[src/rtl/rr_arbiter_16.sv]
// Sixteen-way round-robin arbiter with a per-grant hold-time limit.
// One grant at a time, one-hot plus binary index, always separated by an idle cycle.
module rr_arbiter_16 #(
    parameter int unsigned MAX_HOLD = 16
) (
    input  logic        i_clk,
    input  logic        i_rst,
    input  logic        i_en,
    input  logic [15:0] i_req,
    output logic [15:0] o_gnt,
    output logic [3:0]  o_gnt_idx,
    output logic        o_gnt_valid,
    output logic        o_timeout
);

    localparam logic [0:0]  ST_IDLE    = 1'b0;
    localparam logic [0:0]  ST_GRANT   = 1'b1;
    localparam logic [15:0] LP_MAX     = 16'(MAX_HOLD);
    localparam bit          LP_LIMITED = (MAX_HOLD != 0);

    logic [0:0]  r_state;
    logic [3:0]  r_ptr;
    logic [15:0] r_hold_cnt;
    logic [15:0] r_gnt;
    logic [3:0]  r_gnt_idx;
    logic        r_gnt_valid;
    logic        r_timeout;

    logic [15:0] w_req_rot;
    logic [3:0]  w_off;
    logic [3:0]  w_sel;
    logic [15:0] w_onehot;
    logic        w_any;
    logic        w_req_held;
    logic        w_limit;

    // Bit j of the rotated vector is requester (ptr + j) mod 16, so the
    // lowest set bit is the first requester found scanning up from ptr.
    assign w_req_rot = (i_req >> r_ptr) | (i_req << (5'd16 - {1'b0, r_ptr}));

    always_comb begin
        w_off = 4'd0;
        for (int j = 15; j >= 0; j--) begin
            if (w_req_rot[j]) begin
                w_off = 4'(j);
            end
        end
    end

    assign w_sel      = r_ptr + w_off;
    assign w_any      = |i_req;
    assign w_req_held = i_req[r_gnt_idx];
    assign w_limit    = LP_LIMITED && (r_hold_cnt == LP_MAX);

    generate
        for (genvar gi = 0; gi < 16; gi++) begin : g_onehot
            assign w_onehot[gi] = (w_sel == 4'(gi));
        end
    endgenerate

    always_ff @(posedge i_clk or posedge i_rst) begin
        if (i_rst) begin
            r_state     <= ST_IDLE;
            r_ptr       <= 4'd0;
            r_hold_cnt  <= 16'd0;
            r_gnt       <= 16'd0;
            r_gnt_idx   <= 4'd0;
            r_gnt_valid <= 1'b0;
            r_timeout   <= 1'b0;
        end else begin
            r_timeout <= 1'b0;
            case (r_state)
                ST_IDLE: begin
                    if (i_en && w_any) begin
                        r_gnt       <= w_onehot;
                        r_gnt_idx   <= w_sel;
                        r_gnt_valid <= 1'b1;
                        r_hold_cnt  <= 16'd1;
                        r_state     <= ST_GRANT;
                    end
                end
                default: begin
                    if (!w_req_held || w_limit) begin
                        r_gnt       <= 16'd0;
                        r_gnt_idx   <= 4'd0;
                        r_gnt_valid <= 1'b0;
                        r_hold_cnt  <= 16'd0;
                        r_ptr       <= r_gnt_idx + 4'd1;
                        r_state     <= ST_IDLE;
                        // A release in the same cycle as the limit wins: no pulse.
                        r_timeout   <= w_req_held;
                    end else if (r_hold_cnt != 16'hFFFF) begin
                        r_hold_cnt <= r_hold_cnt + 16'd1;
                    end
                end
            endcase
        end
    end

    assign o_gnt       = r_gnt;
    assign o_gnt_idx   = r_gnt_idx;
    assign o_gnt_valid = r_gnt_valid;
    assign o_timeout   = r_timeout;

endmodule

[config.mk]
export PLATFORM = sky130hd
export DESIGN_NAME = rr_arbiter_16
export DESIGN_NICKNAME = d
export VERILOG_FILES = /design/src/rtl/rr_arbiter_16.sv
export SDC_FILE = /design/constraint.sdc
export NUM_CORES = 1
export LEC_CHECK = 0
export ABC_AREA = 1
export BUFFER_PORTS_ARGS = -buffer_cell sky130_fd_sc_hd__buf_4
export CORE_MARGIN = 1.5
export CORE_UTILIZATION = 60
export DETAILED_ROUTE_END_ITERATION = 6
export PLACE_DENSITY = 0.81
export SETUP_SLACK_MARGIN = 0.05
export SLEW_MARGIN = 30
export SYNTH_ARGS = -nofsm -noshare
export SYNTH_HDL_FRONTEND = slang
export SYNTH_SLANG_ARGS = --single-unit
[constraint.sdc]
create_clock -name i_clk -period 4.6 [get_ports i_clk]
set_clock_uncertainty 0.05 [all_clocks]
set_input_delay 0.23 -clock i_clk [delete_from_list [all_inputs] [get_ports i_clk]]
set_output_delay 0.23 -clock i_clk [all_outputs]
set_load 0.05 [all_outputs]
==> flow_metrics.py <==
metrics = {
    "yosys": {
        "ys.flop_type": "dfrtp_1",
        "synth_edf_count": 0,
        "synthTopCellsByCount": "187 x nand2_1, 86 x nand3_1, 46 x nor2_1, 43 x dfrtp_1, 38 x inv_1",
        "synth_area_um2": 3770,
        "async_flop_share_pct": 100,
        "synth.ff_latch_count": 43,
        "syn_nets": 607,
        "yosys.area.top_type": "dfrtp_1",
        "synthTopCellsByArea": "dfrtp_1 29%, nand2_1 19%, nand3_1 11%, nor2_1 4.6%, inv_1 3.8%",
        "synth.avg_cell_area_um2": 6.50,
        "yosysWarningCount": 0,
        "ys_seq_area_share_pct": 28.5,
        "yosysMostFrequentCell": "nand2_1",
        "syn_inst": 580,
        "yosys.cell_types.count": 50,
        "synth_top_area_share_pct": 28.5,
    },
    "worst_setup_path": {
        "crit_required_ns": 4.80,
        "cp_data_arrival_time_ns": 4.48,
        "slowest_delay_ns": 0.61,
        "slowest_stage": "fa_1",
        "worstSetupPathType": "flip-flop to flip-flop",
        "r2r-start": "r_ptr[0]$_DFFE_PP0P_",
        "critPathMostFrequentCell": "nand2_1",
        "crit_start": "r_ptr[0]$_DFFE_PP0P_",
        "cp-end-kind": "flip-flop",
        "start_kind": "flip-flop",
        "path_max_fanout": 19,
    },
    "floorplan": {
        "initial_core_util_pct": 63.0,
        "die_h_um": 82.3,
        "core_area_um2": 5990,
        "ios": 41,
        "die_w_um": 82.3,
        "die_area_um2": 6770,
        "rows": 28,
    },
    "power": {
        "power.leakage_nw": 2.09,
        "ir_worst_vdd_mv": 0.599,
        "powerDensity_nw_per_um2": 888,
        "total_power_mw": 3.77,
    },
    "timing": {
        "fin_crit_sh_pct": 93.0,
        "timing.hold.ws_ns": 0.0111,
        "hold_viol_final": 0,
        "finalSetupViolCount": 0,
        "tns_ns": 0,
        "period_needed_ns": 4.28,
        "tightest_slew_ns": 0.532,
        "rsz0062_at_grt": "false",
        "slew_headroom_pct": 64.2,
        "timing.fmax_mhz": 234,
        "maxSlewViolCount": 0,
    },
    "final_layout": {
        "nNetsFinal": 642,
        "n_antenna_cell": 0,
        "drive_above_1_share_pct": 14.9,
        "area_delta_synth_final_pct": 12.6,
        "stdcell_area_um2": 4250,
        "final_core_util_pct": 70.9,
    },
    "cts": {
        "insertion_delay_ns": 0.31,
        "cts_setup_buffers": 0,
        "cts_tree": "done",
        "clock-sinks": 43,
        "cts.htree.levels": 2,
        "clk_path_buf_depth": 2,
        "cts-root-buf": "clkbuf_8",
        "clk_pin_slew_worst_paths_ns": 0.08,
        "hold_buffers": 0,
        "cts_inserted_buffers": 5,
    },
    "flow_run": {
        "maxCapViolCount": 0,
    },
    "drt": {
        "ant_nets": 0,
        "viasPerCell": 6.27,
        "drc": 0,
        "drt_iter0_drc": 495,
        "wl_per_cell_um": 17.3,
        "num_vias": 4336,
        "wl_um": 12000,
        "dr.pass1.iters": 5,
    },
    "global_routing": {
        "antenna_found_initial": 0,
        "grt_pass1_wl_um": 18600,
        "grt.total_usage_pct": 36.2,
        "grt_overflow": 0,
        "grt_max_degree": 44,
        "grt_pass1_vias": 3949,
    },
    "worst_hold_path": {
        "hold_class": "input port to async pin",
    },
    "status": {
        "status": "complete, no violations",
    },
    "placed_design": {
        "post_dp_cell_area_um2": 4100,
        "gp_congestion": 0.994,
        "hpwl_um": 8720,
        "port_buffers": 40,
    },
}
[cells by family after synthesis]
kind of cell | share of synthesized area, %
fa+ha+maj | 2.85
buf+inv | 7.96
compound gates | 13.9
simple gates | 43.9
flops | 28.5
xor+xnor | 2.62
mux | 0.265
[state kept, by name, indices dropped and copies added (netlist names)]
name,count
o_gnt_idx,4
r_hold_cnt,16
r_state,1
o_timeout,1
r_ptr,4
o_gnt,16
o_gnt_valid,1
[placed cells by master (no fill, tap or decap), drive strengths merged, types with 4 or more instances in the layout]
| cell type | Yosys | final |
|---|---|---|
| nor2 | 53 | 53 |
| xor2 | 5 | 5 |
| inv | 42 | 41 |
| a31oi | 5 | 5 |
| a21oi | 16 | 16 |
| nor4 | 7 | 7 |
| o21ai | 44 | 44 |
| clkbuf | 3 | 6 |
| and2 | 5 | 5 |
| nand4 | 7 | 7 |
| dfrtp | 43 | 43 |
| clkinv | 3 | 4 |
| o211ai | 8 | 8 |
| o22ai | 4 | 4 |
| nand2 | 197 | 197 |
| nor3 | 12 | 12 |
| nand3 | 86 | 86 |
| buf | 16 | 47 |
| ha | 7 | 7 |
[timing repair]
action / 4_1_cts / 5_1_grt
resized for setup: 1 / 6
hold endpoints to repair: 0 / 0
setup endpoints to repair: 4 / 18
pin swaps: 0 / 0
[critical path, delay by kind of cell (launching register included)]
| kind | cells | cell delay [ns] |
|---|---|---|
| adder cells (fa/ha/maj) | 3 | 1.18 |
| flip-flops | 1 | 0.43 |
| buffers and inverters | 3 | 0.49 |
| AO/OA/AOI/OAI | 2 | 0.18 |
| AND/OR/NAND/NOR | 20 | 1.87 |
[final cells by class]
class / count / area (µm²)
Clock buffer: 6 / 82.6
Clock inverter: 2 / 35.0
Fill cell: 436 / 1740
Inverter: 45 / 180
Multi-Input combinational cell: 473 / 2430
Sequential cell: 43 / 1080
Tap cell: 75 / 93.8
Timing Repair Buffer: 47 / 353
[per-layer routing]
layer | vias to the layer above | GRT usage, % | share of wire (%)
met5 | - | 0 | 0
met4 | 0 | 17.8 | 4.2
met3 | 58 | 4.84 | 7.0
met2 | 245 | 65.1 | 50
met1 | 2016 | 41.8 | 38
li1 | 2017 | - | -
[metrics by stage]
step	setup WS [ns]	instances
finish	0.322	691
floorplan	0.434	580
global placement	0.144	683
global route	0.0334	691
detailed placement	0.130	683
CTS	0.194	691
[where the power goes]
| group | total [mW] | switching, mW | internal (mW) |
|---|---|---|---|
| Sequential | 0.559 | 0.102 | 0.457 |
| Combinational | 2.91 | 2.03 | 0.874 |
| Clock | 0.309 | 0.133 | 0.176 |
[final timing paths]
kind | to | slack, ns | depth (start not counted)
worst max-delay path | o_gnt[2]$_DFFE_PP0P_ | 0.32 | 28
worst min-delay path | o_gnt[11]$_DFFE_PP0P_ | 0.01 | 3
worst max register to register | o_gnt[2]$_DFFE_PP0P_ | 0.32 | 28
worst min register to register | o_gnt[7]$_DFFE_PP0P_ | 0.44 | 2
max in group asynchronous | r_ptr[2]$_DFFE_PP0P_ | 4.10 | 3
min in group i_clk | o_gnt_valid$_DFFE_PP0P_ | 0.43 | 3
No activity file was read; power rests on OpenSTA's default activity.
